## src/rtl/fetch_pc_unit.sv

```systemverilog
// Instruction fetch stage: owns the fetch PC, issues in-order requests to
// instruction memory, tags each request with its PC, and buffers returned
// words as {pc, instr} pairs for decode. Responses belonging to requests made
// stale by a redirect are counted off and discarded.
// Optional: define FETCH_PERF_EN to add perf_redirects / perf_bubbles counters.
module fetch_pc_unit #(
  parameter int               WIDTH    = 32,
  parameter logic [WIDTH-1:0] RESET_PC = '0,
  parameter int               DEPTH    = 2
) (
  input  logic             clk,
  input  logic             rst_n,
  input  logic             redirect_valid,
  input  logic [WIDTH-1:0] redirect_pc,
  output logic             imem_req_valid,
  input  logic             imem_req_ready,
  output logic [WIDTH-1:0] imem_req_addr,
  input  logic             imem_rsp_valid,
  input  logic [WIDTH-1:0] imem_rsp_data,
  output logic             out_valid,
  input  logic             out_ready,
  output logic [WIDTH-1:0] out_pc,
  output logic [WIDTH-1:0] out_instr
`ifdef FETCH_PERF_EN
  ,
  output logic [31:0]      perf_redirects,
  output logic [31:0]      perf_bubbles
`endif
);

  localparam int AW = (DEPTH > 1) ? $clog2(DEPTH) : 1;
  localparam int CW = AW + 1;
  localparam logic [CW:0] DEPTH_W = (CW+1)'(DEPTH);

  typedef enum logic {FETCH = 1'b0, FLUSH = 1'b1} state_t;

  state_t           state, state_next;
  logic [WIDTH-1:0] pc;
  logic [CW-1:0]    outstanding, count, drop_cnt, drop_next;
  logic [AW-1:0]    head, tail, pq_head, pq_tail;
  logic [WIDTH-1:0] pcq       [DEPTH];
  logic [WIDTH-1:0] buf_pc    [DEPTH];
  logic [WIDTH-1:0] buf_instr [DEPTH];
  logic             credit, req_fire, push, pop;

  assign imem_req_addr = pc;
  assign out_valid     = (count != '0);
  assign out_pc        = out_valid ? buf_pc[head]    : '0;
  assign out_instr     = out_valid ? buf_instr[head] : '0;

  // Buffered words plus words still in flight may never exceed the buffer,
  // so every response in FETCH is guaranteed a slot.
  assign credit   = ({1'b0, outstanding} + {1'b0, count}) < DEPTH_W;
  assign req_fire = imem_req_valid & imem_req_ready;
  assign pop      = out_valid & out_ready;
  // Only live responses are kept; a response coinciding with a redirect is stale.
  assign push     = imem_rsp_valid & (state == FETCH) & ~redirect_valid;

  // Next-state, drop counter and request-valid decode.
  always_comb begin
    state_next     = state;
    drop_next      = drop_cnt;
    imem_req_valid = 1'b0;
    if (rst_n && state == FETCH && !redirect_valid && credit)
      imem_req_valid = 1'b1;
    if (redirect_valid) begin
      // Everything in flight is now stale; one arriving this cycle is dropped here.
      drop_next  = outstanding - CW'(imem_rsp_valid);
      state_next = (drop_next != '0) ? FLUSH : FETCH;
    end else if (state == FLUSH && imem_rsp_valid) begin
      drop_next  = drop_cnt - CW'(1);
      state_next = (drop_next != '0) ? FLUSH : FETCH;
    end
  end

  // State register and stale-response counter.
  always_ff @(posedge clk) begin
    if (!rst_n) begin
      state    <= FETCH;
      drop_cnt <= '0;
    end else begin
      state    <= state_next;
      drop_cnt <= drop_next;
    end
  end

  // PC, in-flight count and queue pointers.
  always_ff @(posedge clk) begin
    if (!rst_n) begin
      pc          <= RESET_PC;
      outstanding <= '0;
      count       <= '0;
      head        <= '0;
      tail        <= '0;
      pq_head     <= '0;
      pq_tail     <= '0;
    end else begin
      outstanding <= outstanding + CW'(req_fire) - CW'(imem_rsp_valid);
      if (redirect_valid) begin
        // Stale requests are tracked only by drop_cnt, so the PC queue restarts too.
        pc      <= redirect_pc;
        count   <= '0;
        head    <= '0;
        tail    <= '0;
        pq_head <= '0;
        pq_tail <= '0;
      end else begin
        if (req_fire) begin
          pc      <= pc + WIDTH'(4);
          pq_tail <= pq_tail + AW'(1);
        end
        if (push) begin
          tail    <= tail + AW'(1);
          pq_head <= pq_head + AW'(1);
        end
        if (pop)
          head <= head + AW'(1);
        count <= count + CW'(push) - CW'(pop);
      end
    end
  end

  // Storage: request PCs wait in pcq until their word returns, then move with it.
  always_ff @(posedge clk) begin
    if (req_fire)
      pcq[pq_tail] <= pc;
    if (push) begin
      buf_pc[tail]    <= pcq[pq_head];
      buf_instr[tail] <= imem_rsp_data;
    end
  end

`ifdef FETCH_PERF_EN
  // Redirect and decode-starvation counters, free-running with wrap.
  always_ff @(posedge clk) begin
    if (!rst_n) begin
      perf_redirects <= '0;
      perf_bubbles   <= '0;
    end else begin
      perf_redirects <= perf_redirects + 32'(redirect_valid);
      perf_bubbles   <= perf_bubbles + 32'(out_ready & ~out_valid);
    end
  end
`endif

endmodule

```

## config.mk

```make
export PLATFORM = sky130hd
export DESIGN_NAME = fetch_pc_unit
export DESIGN_NICKNAME = d
export VERILOG_FILES = /design/src/rtl/fetch_pc_unit.sv
export SDC_FILE = /design/constraint.sdc
export NUM_CORES = 1
export LEC_CHECK = 0
export CORE_MARGIN = 2
export CORE_UTILIZATION = 35
export CTS_CLUSTER_DIAMETER = 100
export CTS_CLUSTER_SIZE = 40
export DETAILED_ROUTE_END_ITERATION = 10
export SETUP_SLACK_MARGIN = 0.4
export SLEW_MARGIN = 25
export SYNTH_ARGS = -nofsm -noshare
export SYNTH_HDL_FRONTEND = slang
export SYNTH_SLANG_ARGS = --single-unit
```

## constraint.sdc

```tcl
create_clock -name clk -period 10.05 [get_ports clk]
set_input_delay 2.01 -clock clk [delete_from_list [all_inputs] [get_ports clk]]
set_output_delay 2.01 -clock clk [all_outputs]
set_load 0.02 [all_outputs]
```

# Word level (Yosys, flattened, before mapping)
# Memories as Yosys holds them, arrays and structs flattened. A register that Yosys moved wholly into a read port is not among the register bits.
# Index checks and enable logic that the tools add are counted.
# Widths: inputs -> output; s select.
# word_totals
memories,3
in_bits,70
wordCells,64
ram_bits,192
reg_bits,43
# classes
reduce_logical,11
n_addsub,12
n_mux,21
bitwise_logic,7
order_cmp,1
# mem_list
memory,depth,width,rd,rd_clocked_by_memory_dff,wr,line_no,text
buf_instr,2,32,1,1,1,43,logic [WIDTH-1:0] buf_instr [DEPTH];
buf_pc,2,32,1,1,1,42,logic [WIDTH-1:0] buf_pc [DEPTH];
pcq,2,32,1,1,1,41,logic [WIDTH-1:0] pcq [DEPTH];
# ops
op,count
$mux 32,4
$add 32x3->32 const B,1
$mux 1,15
$reduce_bool 2->1,5
$sub 2x1->2,3
$add 1x1->1 const B,4
$add 2x1->2,2
$and 1x1->1,4
$logic_and 1x1->1,4
$mux 2,2
$add 2x2->3,1
$lt 3x2->1 const B,1
$not 1->1,3
$reduce_or 2->1,1
$sub 2x1->2 const B,1
$logic_not 1->1,1

# Longest topological paths before layout
# Gate-level depths: netlist of the first run.
# depth
word_depth,8
ltp_mapped,10
mapped_depth_nobuf,10

# Worst setup path before layout of the first run
# OpenSTA, ideal clock, no wires.
# synth_timing
kind,input port to flip-flop
from,in redirect_valid
to,"mem buf_instr[0][0], enable pin"
path_slack_ps,4525
arrival_time_ps,5039
n_path_buf,0
required_time_ps,9564
stages,4
cell_sequence,nor2_1 > and2_1 > inv_1 > nor2_1
# synth_via
elab_chain_len,4
# synth_rtl
item,line_no,text
"start, declared",13,"input logic redirect_valid,"
$not 1->1,57,assign push = imem_rsp_valid & (state == FETCH) & ~redirect_valid;
$and 1x1->1,57,
$mux 1,127,if (push) begin
$mux 1 (implied by the code),129,buf_instr[tail] <= imem_rsp_data;
"end, declared",43,
# Every way passes these cells.

# Final worst setup path of the first run
# layout_timing
from,in rst_n
to,out imem_req_valid
# layout_via
elab_chain_len,4
# layout_rtl
item,line_no,text
"start, declared",12,"input logic rst_n,"
$logic_and 1x1->1 (3 in series),64,if (rst_n && state == FETCH && !redirect_valid && credit)
$mux 1,64,
"end, declared",15,"output logic imem_req_valid,"
# Every way passes these cells.

==> impl_metrics.env, run 1 <==
export IMPL_synthFlopType="edfxtp_1"
export IMPL_num_vias=5979
export IMPL_critPathRequiredTime_ns=8.04
export IMPL_first_global_vias=5734
export IMPL_cts_resized_gates=0
export IMPL_core_um2=27030
export IMPL_hp_start="imem_req_addr[0]$_SDFFE_PN0P_"
export IMPL_antenna_cells=0
export IMPL_skew_ns=0.04618
export IMPL_rr_worst_depth=5
export IMPL_finalSetupViolations=0
export IMPL_final_nets=915
export IMPL_hold_path_class="reg2reg"
export IMPL_dr_pass1_iters=4
export IMPL_grtUsageTotal_pct=14.79
export IMPL_yosysSeqAreaShare_pct=69.06
export IMPL_endpoint_kind="output pin"
export IMPL_yosysUniqueCellTypes=46
export IMPL_post_route_min_period_ns=6.450
export IMPL_antenna_found_initial=0
export IMPL_avgSynthCellArea_um2=14.07
export IMPL_grt_setup_unrepaired="false"
export IMPL_ant_nets=0
export IMPL_arrival_ns=4.44
export IMPL_detail_route_vias_per_cell=5.058
export IMPL_r2r_start="count[0]$_SDFF_PP0_"
export IMPL_ir_drop_mv=0.09313
export IMPL_finalCritPeriodShare_pct=64.18
export IMPL_syn_nets=764
export IMPL_wl_per_cell_um=18.39
export IMPL_yosys_warnings=0
export IMPL_drc=0
export IMPL_clk_latency_ns=0.50
export IMPL_status="finished clean"
export IMPL_netlist_area_um2=9653
export IMPL_finish_utilization_pct=44.66
export IMPL_power_total_uw=1834
export IMPL_synth_seq_cells=237
export IMPL_postCtsSetupRepairBufs=0
export IMPL_grt_overflow=0
export IMPL_io_pins=168
export IMPL_synth_edf_count=192
export IMPL_cts_sinks=237
export IMPL_die_area_um2=28920
export IMPL_clkTransAtPathRegs_ns=0.14
export IMPL_drt_initial_drc_count=264
export IMPL_fp_dieH_um=170.1
export IMPL_die_w_um=170.1
export IMPL_holdPathStages=0
export IMPL_dpl_hpwl_um=14110
export IMPL_critical_path_class="in2out"
export IMPL_cts_tree="built"
export IMPL_cts_buffers=10
export IMPL_io_buffers=167
export IMPL_async_flop_share_pct=0
export IMPL_num_rows=60
export IMPL_place_congestion=0.7684
export IMPL_crit_fanout=16
export IMPL_start_util_pct=35.72
export IMPL_worstSetupStartpointType="primary input"
export IMPL_drv_cap=0
export IMPL_p_leak_uw=0.003811
export IMPL_slew_headroom_pct=37.47
export IMPL_p_per_area_nw_per_um2=151.9
export IMPL_drive_gt1_share_pct=8.799
export IMPL_cts_buffer_depth=3
export IMPL_hold_viol_final=0
export IMPL_root_buffer="clkbuf_16"
export IMPL_tns_ns=0
export IMPL_routed_wl_um=21730
export IMPL_max_freq_mhz=155.0
export IMPL_grt_pass1_wl_um=32970
export IMPL_hold_buffers=0
export IMPL_tightestPinTransition_ns=0.9379
export IMPL_areaGrowthSynthToFinish_pct=25.03
export IMPL_slew_viol_final=0
export IMPL_syn_inst=686
export IMPL_crit_start="rst_n"
export IMPL_cts_max_level=1
export IMPL_grt_max_degree=65
==> logic make-up after synthesis <==
kind of cell    count (synthesis)  share of synthesized area [%]
compound gates                 63                          4.498
xor+xnor                       16                          1.452
fa+ha+maj                       8                          1.115
buf+inv                        48                          1.905
flops                         237                          69.06
mux                           101                          10.91
simple gates                  213                          11.06
==> layout make-up <==
class / count / area (um^2)
Clock buffer: 13 / 292.8
Clock inverter: 3 / 21.27
Fill cell: 2420 / 14960
Inverter: 11 / 41.29
Multi-Input combinational cell: 401 / 2838
Sequential cell: 237 / 6670
Tap cell: 341 / 426.7
Timing Repair Buffer: 176 / 1779
==> final timing paths <==
path	end	slack [ns]
worst max-delay path	imem_req_valid	3.60
worst min-delay path	pcq[0][0]$_DFFE_PP_	0.52
worst max register to register	pcq[1][26]$_DFFE_PP_	7.20
worst min register to register	pcq[0][0]$_DFFE_PP_	0.52
==> cell usage after synthesis, types with 3 or more instances <==
cell type / number / area [um^2]
nand4_1: 16 / 100.1
o21ai_0: 11 / 55.05
buf_1: 9 / 33.78
o31ai_1: 6 / 45.04
nor4_1: 5 / 31.28
xor2_1: 7 / 61.31
and2_1: 7 / 43.79
mux2i_1: 67 / 670.6
clkbuf_1: 25 / 93.84
ha_1: 7 / 87.58
or4_1: 10 / 75.07
edfxtp_1: 192 / 5766
inv_1: 11 / 41.29
xnor2_1: 9 / 78.83
o211ai_1: 5 / 37.54
a31o_2: 3 / 26.28
nor2_1: 95 / 356.6
nand3_1: 12 / 60.06
a31oi_1: 13 / 81.33
nor3_1: 6 / 30.03
and3_1: 12 / 75.07
o311ai_0: 3 / 26.28
and4_1: 6 / 52.55
dfxtp_1: 45 / 900.9
nor2b_1: 5 / 31.28
a21oi_1: 7 / 35.03
mux2_2: 34 / 382.9
a211oi_1: 6 / 45.04
buf_2: 3 / 15.01
a311oi_1: 6 / 52.55
nand2_1: 28 / 105.1
==> layer usage <==
metal / up-vias / wire length [um] / track usage, %
met5: - / 0 / 0
met4: 0 / 352 / 3.010
met3: 18 / 1097 / 2.372
met2: 173 / 10380 / 25.06
met1: 2911 / 9898 / 20.13
li1: 2877 / - / -
==> cell usage in the layout (no fill, tap or decap), types with 2 or more instances in the layout <==
cell type and instances:
nor3_1 6, nor2_4 3, o211ai_1 5, buf_4 7, mux2i_1 67, nand3_1 12, mux2_2 34, and2_1 7
or4_1 10, o21ai_0 11, edfxtp_1 192, and4_1 6, clkbuf_16 11, clkdlybuf4s50_1 167, xor2_1 7, nor4_1 4
a21oi_1 7, nor2b_1 5, o311ai_0 3, nand4_1 16, buf_16 2, a211oi_1 6, a31o_2 3, xnor2_1 9
ha_1 7, dfxtp_1 44, nand2_1 28, inv_1 11, nor2_1 92, a311oi_1 6, o31ai_1 6, and3_1 10
a31oi_1 13
==> state kept, by name (all words and copies together), names as in the netlist, named ones only <==
name           count
buf_instr         64
buf_pc            64
pcq               64
imem_req_addr     32
count              2
drop_cnt           2
outstanding        2
head               1
pq_head            1
pq_tail            1
state              1
tail               1
==> critical path, stage by stage <==
cell and delay, ns:
clkdlybuf4s50_1 0.90, nand2b_1 0.42, nor4_1 0.42, clkdlybuf4s50_1 0.69
==> metrics by stage <==
step                      instances  worst slack, ns  hold slack, ns  cell area (um^2)
after global placement         1164            3.648          0.4738             11690
after global routing           1182            3.516          0.5346             12070
after detailed placement       1164            3.650          0.4871             11690
final                          1182            3.600          0.5152             12070
after CTS                      1180            3.622          0.5208             12010
after floorplan                 686            4.525          0.4583              9653
==> where the power goes <==
group	leakage [uW]	internal, uW	switching (uW)
combinational	0.00153	96.1	109
clock	0.000152	211	290
sequential	0.00213	1100	30.0
No activity file was read; power rests on OpenSTA's default activity.
==> run 2, diff against run 1 <==
Clock period 10.05 ns to 6.3 ns, I/O delays scaled along.
==> run 2 against run 1 <==
Clock power grew 71%. Global-route usage shrank 0.18 points. Highest routed layer unchanged. Die area is the same. Largest power group unchanged. First-iteration DRC count grew 38%.
==> impl_metrics.env, run 2 (synthesis results as in run 1) <==
export IMPL_fillCellCount=2460
export IMPL_start_util_pct=35.72
export IMPL_crit_top_cell="clkdlybuf4s50_1"
export IMPL_skew_ns=0.05299
export IMPL_finalSetupViolations=0
export IMPL_ir_drop_mv=0.1677
export IMPL_critical_path_class="in2out"
export IMPL_slew_headroom_pct=35.62
export IMPL_worstSetupStartpointType="primary input"
export IMPL_cts_buffer_depth=3
export IMPL_p_leak_uw=0.003828
export IMPL_crit_fanout=16
export IMPL_core_um2=27030
export IMPL_antenna_found_initial=0
export IMPL_cp_slowest_cell="clkdlybuf4s50_1"
export IMPL_finish_utilization_pct=44.73
export IMPL_fp_dieH_um=170.1
export IMPL_wl_per_cell_um=18.23
export IMPL_clkTransAtPathRegs_ns=0.14
export IMPL_final_cells=1184
export IMPL_max_stage_delay_ns=0.67
export IMPL_tightestPinTransition_ns=0.9657
export IMPL_layout_commonest_cell="edfxtp_1"
export IMPL_status="finished clean"
export IMPL_layout_common_cells="edfxtp_1, clkdlybuf4s50_1, nor2_1, mux2i_1, dfxtp_1"
export IMPL_p_per_area_nw_per_um2=246.8
export IMPL_dp_cells=1165
export IMPL_drv_cap=0
export IMPL_grt_pass1_wl_um=32600
export IMPL_io_pins=168
export IMPL_grt_max_degree=65
export IMPL_cp_cell_sequence="clkdlybuf4s50_1 -> buf_4 -> nand2b_1 -> nor4_1 -> clkdlybuf4s50_1"
export IMPL_tns_ns=0
export IMPL_first_global_vias=5775
export IMPL_num_rows=60
export IMPL_cts_sinks=237
export IMPL_power_total_uw=2983
export IMPL_dpl_hpwl_um=14380
export IMPL_detail_route_vias_per_cell=5.005
export IMPL_cts_buffers=11
export IMPL_slew_viol_final=0
export IMPL_root_buffer="clkbuf_16"
export IMPL_final_nets=916
export IMPL_die_w_um=170.1
export IMPL_io_buffers=167
export IMPL_post_route_min_period_ns=4.447
export IMPL_critPathRequiredTime_ns=5.04
export IMPL_grt_setup_unrepaired="false"
export IMPL_num_vias=5926
export IMPL_cts_tree="built"
export IMPL_hold_path_class="reg2reg"
export IMPL_place_congestion=0.8050
export IMPL_grtUsageTotal_pct=14.60
export IMPL_grt_overflow=0
export IMPL_cts_max_level=1
export IMPL_hold_viol_final=0
export IMPL_routed_wl_um=21590
export IMPL_clk_latency_ns=0.50
export IMPL_drt_initial_drc_count=363
export IMPL_dr_pass1_iters=4
export IMPL_drive_gt1_share_pct=9.145
export IMPL_finalCritPeriodShare_pct=70.59
export IMPL_areaGrowthSynthToFinish_pct=25.22
export IMPL_hold_buffers=0
export IMPL_postCtsSetupRepairBufs=0
export IMPL_ff2ff_setup_slack_ns=3.39
export IMPL_arrival_ns=3.19
export IMPL_finalInstanceArea_um2=12090
export IMPL_ant_nets=0
export IMPL_cts_resized_gates=0
export IMPL_die_area_um2=28920
export IMPL_max_freq_mhz=224.9
export IMPL_endpoint_kind="output pin"
export IMPL_drc=0
export IMPL_dpl_cell_area_um2=11700
export IMPL_top_regs="buf_instr: 64 flops, buf_pc: 64 flops, pcq: 64 flops"
run 2: changes by cell type in the layout (fill, tap and decap cells not counted), sizes merged:
| cell | delta |
|---|---|
| bufinv | +1 |
| clkbuf | -2 |
| diode | +1 |
| clkinv | -1 |
| inv | +4 |
| clkinvlp | -1 |
run 2: power breakdown:
part / internal [uW] / total (uW) / switching [uW]
clock network: 378 / 858 / 480
logic: 154 / 326 / 173
registers: 1750 / 1800 / 48.5
run 2: stage by stage:
stage / setup slack (ns) / hold WS, ns
floorplan: 1.525 / 0.4583
global placement: 1.855 / 0.4733
detailed placement: 1.854 / 0.4769
CTS: 1.832 / 0.5020
global route: 1.699 / 0.5134
finish: 1.853 / 0.5078
run 2: cell type report:
cell class	instances	area, um^2	share of cell area (%)
flip-flops and latches	237	6670	55.18
well taps	341	426.7	3.530
multi-input cells	401	2838	23.48
diodes	1	2.502	0.02070
repair buffers	176	1759	14.55
clock buffers	11	275.3	2.277
clock inverters	6	75.07	0.6211
inverters	11	41.29	0.3416
run 2: critical path: cells and delay by family:
kind | cells | cell delay, ns
simple gates | 2 | 0.58
buf+inv | 3 | 1.35
run 2: path summary, 6_finish.rpt:
check	start	end	depth (start not counted)
setup / recovery	rst_n	imem_req_valid	5
hold / removal	drop_cnt[1]$_SDFFE_PN0P_	drop_cnt[1]$_SDFFE_PN0P_	2
setup reg to reg	count[0]$_SDFF_PP0_	pcq[1][13]$_DFFE_PP_	5
hold reg to reg	drop_cnt[1]$_SDFFE_PN0P_	drop_cnt[1]$_SDFFE_PN0P_	2
run 2: routing by layer:
| layer | track usage [%] | share of wire, % | routed length, um | up-vias |
|---|---|---|---|---|
| met3 | 2.302 | 5.6 | 1213 | 15 |
| li1 | - | - | - | 2880 |
| met2 | 25.36 | 50 | 10700 | 161 |
| met5 | 0 | 0 | 0 | - |
| met1 | 19.49 | 44 | 9470 | 2870 |
| met4 | 2.713 | 0.92 | 199 | 0 |
==> run 3, diff against run 2 <==
Clock period 6.3 ns to 4.19 ns, I/O delays scaled along.
==> run 3 against run 2 <==
Wire length is 3.0% higher. Register-to-register slack worse by 2.2 ns. Cell count grew 0.34%. Via count up 1.3%. Sequential power up 50%. Count of clock-buffer cells in the layout unchanged. Total power grew 49%.
==> impl_metrics.env, run 3 (synthesis results as in run 1) <==
export IMPL_ant_nets=0
export IMPL_post_route_min_period_ns=3.331
export IMPL_status="finished clean"
export IMPL_fp_dieH_um=170.1
export IMPL_slew_viol_final=0
export IMPL_hold_viol_final=0
export IMPL_cp_slowest_cell="clkdlybuf4s50_1"
export IMPL_grtUsageTotal_pct=15.26
export IMPL_dp_cells=1172
export IMPL_io_buffers=167
export IMPL_pwr_share_seq_pct=60.7
export IMPL_comb_power_share_pct=11.1
export IMPL_tightestPinTransition_ns=0.8837
export IMPL_max_stage_delay_ns=0.66
export IMPL_arrival_ns=2.49
export IMPL_hold_path_class="reg2reg"
export IMPL_routed_wl_um=22230
export IMPL_max_freq_mhz=300.2
export IMPL_grt_setup_unrepaired="false"
export IMPL_seqCellArea_um2=6670
export IMPL_top_regs="buf_instr: 64 flops, buf_pc: 64 flops, pcq: 64 flops"
export IMPL_critPathRequiredTime_ns=3.35
export IMPL_critical_path_class="reg2out"
export IMPL_cts_max_level=1
export IMPL_num_rows=60
export IMPL_finalCritPeriodShare_pct=79.49
export IMPL_fillCellCount=2459
export IMPL_finalSetupViolations=0
export IMPL_postLayoutSetupSlackWorst_ns=0.8592
export IMPL_drv_cap=0
export IMPL_cts_resized_gates=0
export IMPL_cts_buffers=11
export IMPL_dr_pass1_iters=4
export IMPL_die_area_um2=28920
export IMPL_tns_ns=0
export IMPL_io_pins=168
export IMPL_p_int_uw=3376
export IMPL_antenna_found_initial=1
export IMPL_drt_initial_drc_count=366
export IMPL_p_per_area_nw_per_um2=367.3
export IMPL_first_global_vias=5839
export IMPL_core_um2=27030
export IMPL_drive_gt1_share_pct=9.445
export IMPL_layout_commonest_cell="edfxtp_1"
export IMPL_dpl_hpwl_um=14990
export IMPL_crit_buf_inv=1
export IMPL_cp_cell_sequence="and2_1 -> fa_1 -> nor4_1 -> clkdlybuf4s50_1"
export IMPL_worstSetupStartpointType="flop"
export IMPL_antenna_cells=0
export IMPL_cts_tree="built"
export IMPL_crit_family="buffers and inverters"
export IMPL_p_clk_share_pct=28.2
export IMPL_die_w_um=170.1
export IMPL_p_switching_uw=1080
export IMPL_cts_buffer_depth=3
export IMPL_multi_input_area_um2=2838
export IMPL_num_vias=6003
export IMPL_detail_route_vias_per_cell=5.053
export IMPL_final_cells=1188
export IMPL_cts_sinks=237
export IMPL_root_buffer="clkbuf_16"
export IMPL_areaGrowthSynthToFinish_pct=25.69
export IMPL_grt_pass1_wl_um=34020
export IMPL_place_congestion=0.8042
export IMPL_crit_fanout=3
export IMPL_clkTransAtPathRegs_ns=0.13
export IMPL_endpoint_kind="output pin"
export IMPL_postCtsSetupRepairBufs=0
export IMPL_place_ws_ns=1.044
export IMPL_layout_common_cells="edfxtp_1, clkdlybuf4s50_1, nor2_1, mux2i_1, dfxtp_1"
export IMPL_skew_ns=0.02825
export IMPL_final_nets=922
export IMPL_ir_drop_mv=0.2192
export IMPL_finish_utilization_pct=44.89
export IMPL_grt_max_degree=48
export IMPL_p_leak_uw=0.003846
export IMPL_clk_latency_ns=0.49
export IMPL_start_util_pct=35.72
export IMPL_wl_per_cell_um=18.71
export IMPL_drc=0
export IMPL_grt_overflow=0
export IMPL_slew_headroom_pct=41.02
export IMPL_hold_buffers=0
export IMPL_p_sw_share_pct=24.24
[run 3: cell types whose count changed in the layout (fill, tap and decap cells not counted), sizes merged]
cell	delta
buf	+6
bufinv	-1
clkinv	+1
inv	-1
diode	-1
[run 3: layout make-up]
cell class,count,share of cell area (%)
clock inverters,5,0.4950
flip-flops and latches,237,54.98
well taps,341,3.517
inverters,11,0.3403
clock buffers,11,2.269
repair buffers,182,15.01
multi-input cells,401,23.39
[run 3: layer usage]
metal  vias up  routed length [um]  global-route usage (%)  part of all wire (%)
li1       2889                   -                       -                     -
met1      2910               10230                   21.11                    46
met2       179               10490                   25.54                    47
met3        23                1177                   2.558                   5.3
met4         2                 320                   2.861                   1.4
met5         -                   8                       0                 0.036
[run 3: final timing paths]
check / start / to / slack, ns / depth (start not counted)
setup / recovery: count[0]$_SDFF_PP0_ / imem_req_valid / 0.86 / 4
hold / removal: drop_cnt[1]$_SDFFE_PN0P_ / drop_cnt[1]$_SDFFE_PN0P_ / 0.51 / 2
hold reg to reg: drop_cnt[1]$_SDFFE_PN0P_ / drop_cnt[1]$_SDFFE_PN0P_ / 0.51 / 2
setup reg to reg: count[0]$_SDFF_PP0_ / outstanding[1]$_SDFF_PN0_ / 1.23 / 10
[run 3: tightest hold or removal path: cells and delay by family (launching register included)]
family / cells / cell delay, ns
AO/OA/AOI/OAI: 1 / 0.09
flip-flops: 1 / 0.33
AND/OR/NAND/NOR: 1 / 0.05
[run 3: per-stage QoR]
step / total power, uW / area (um^2) / hold WS, ns
after floorplan: 2995 / 9656 / 0.4583
after global placement: 3253 / 11790 / 0.4781
after detailed placement: 3260 / 11790 / 0.4849
after CTS: 4500 / 12130 / 0.5015
after global routing: 4631 / 12130 / 0.5313
final: 4457 / 12130 / 0.5108
[run 3: power by group through the flow]
| stage | combinational, uW | clock [uW] | sequential [uW] |
|---|---|---|---|
| 2_1_floorplan | 238 | 0 | 2760 |
| 3_3_place_gp | 497 | 0 | 2760 |
| 3_5_place_dp | 500 | 0 | 2760 |
| 4_1_cts | 502 | 1290 | 2710 |
| 5_1_grt | 540 | 1370 | 2720 |
| 6_report | 497 | 1260 | 2700 |
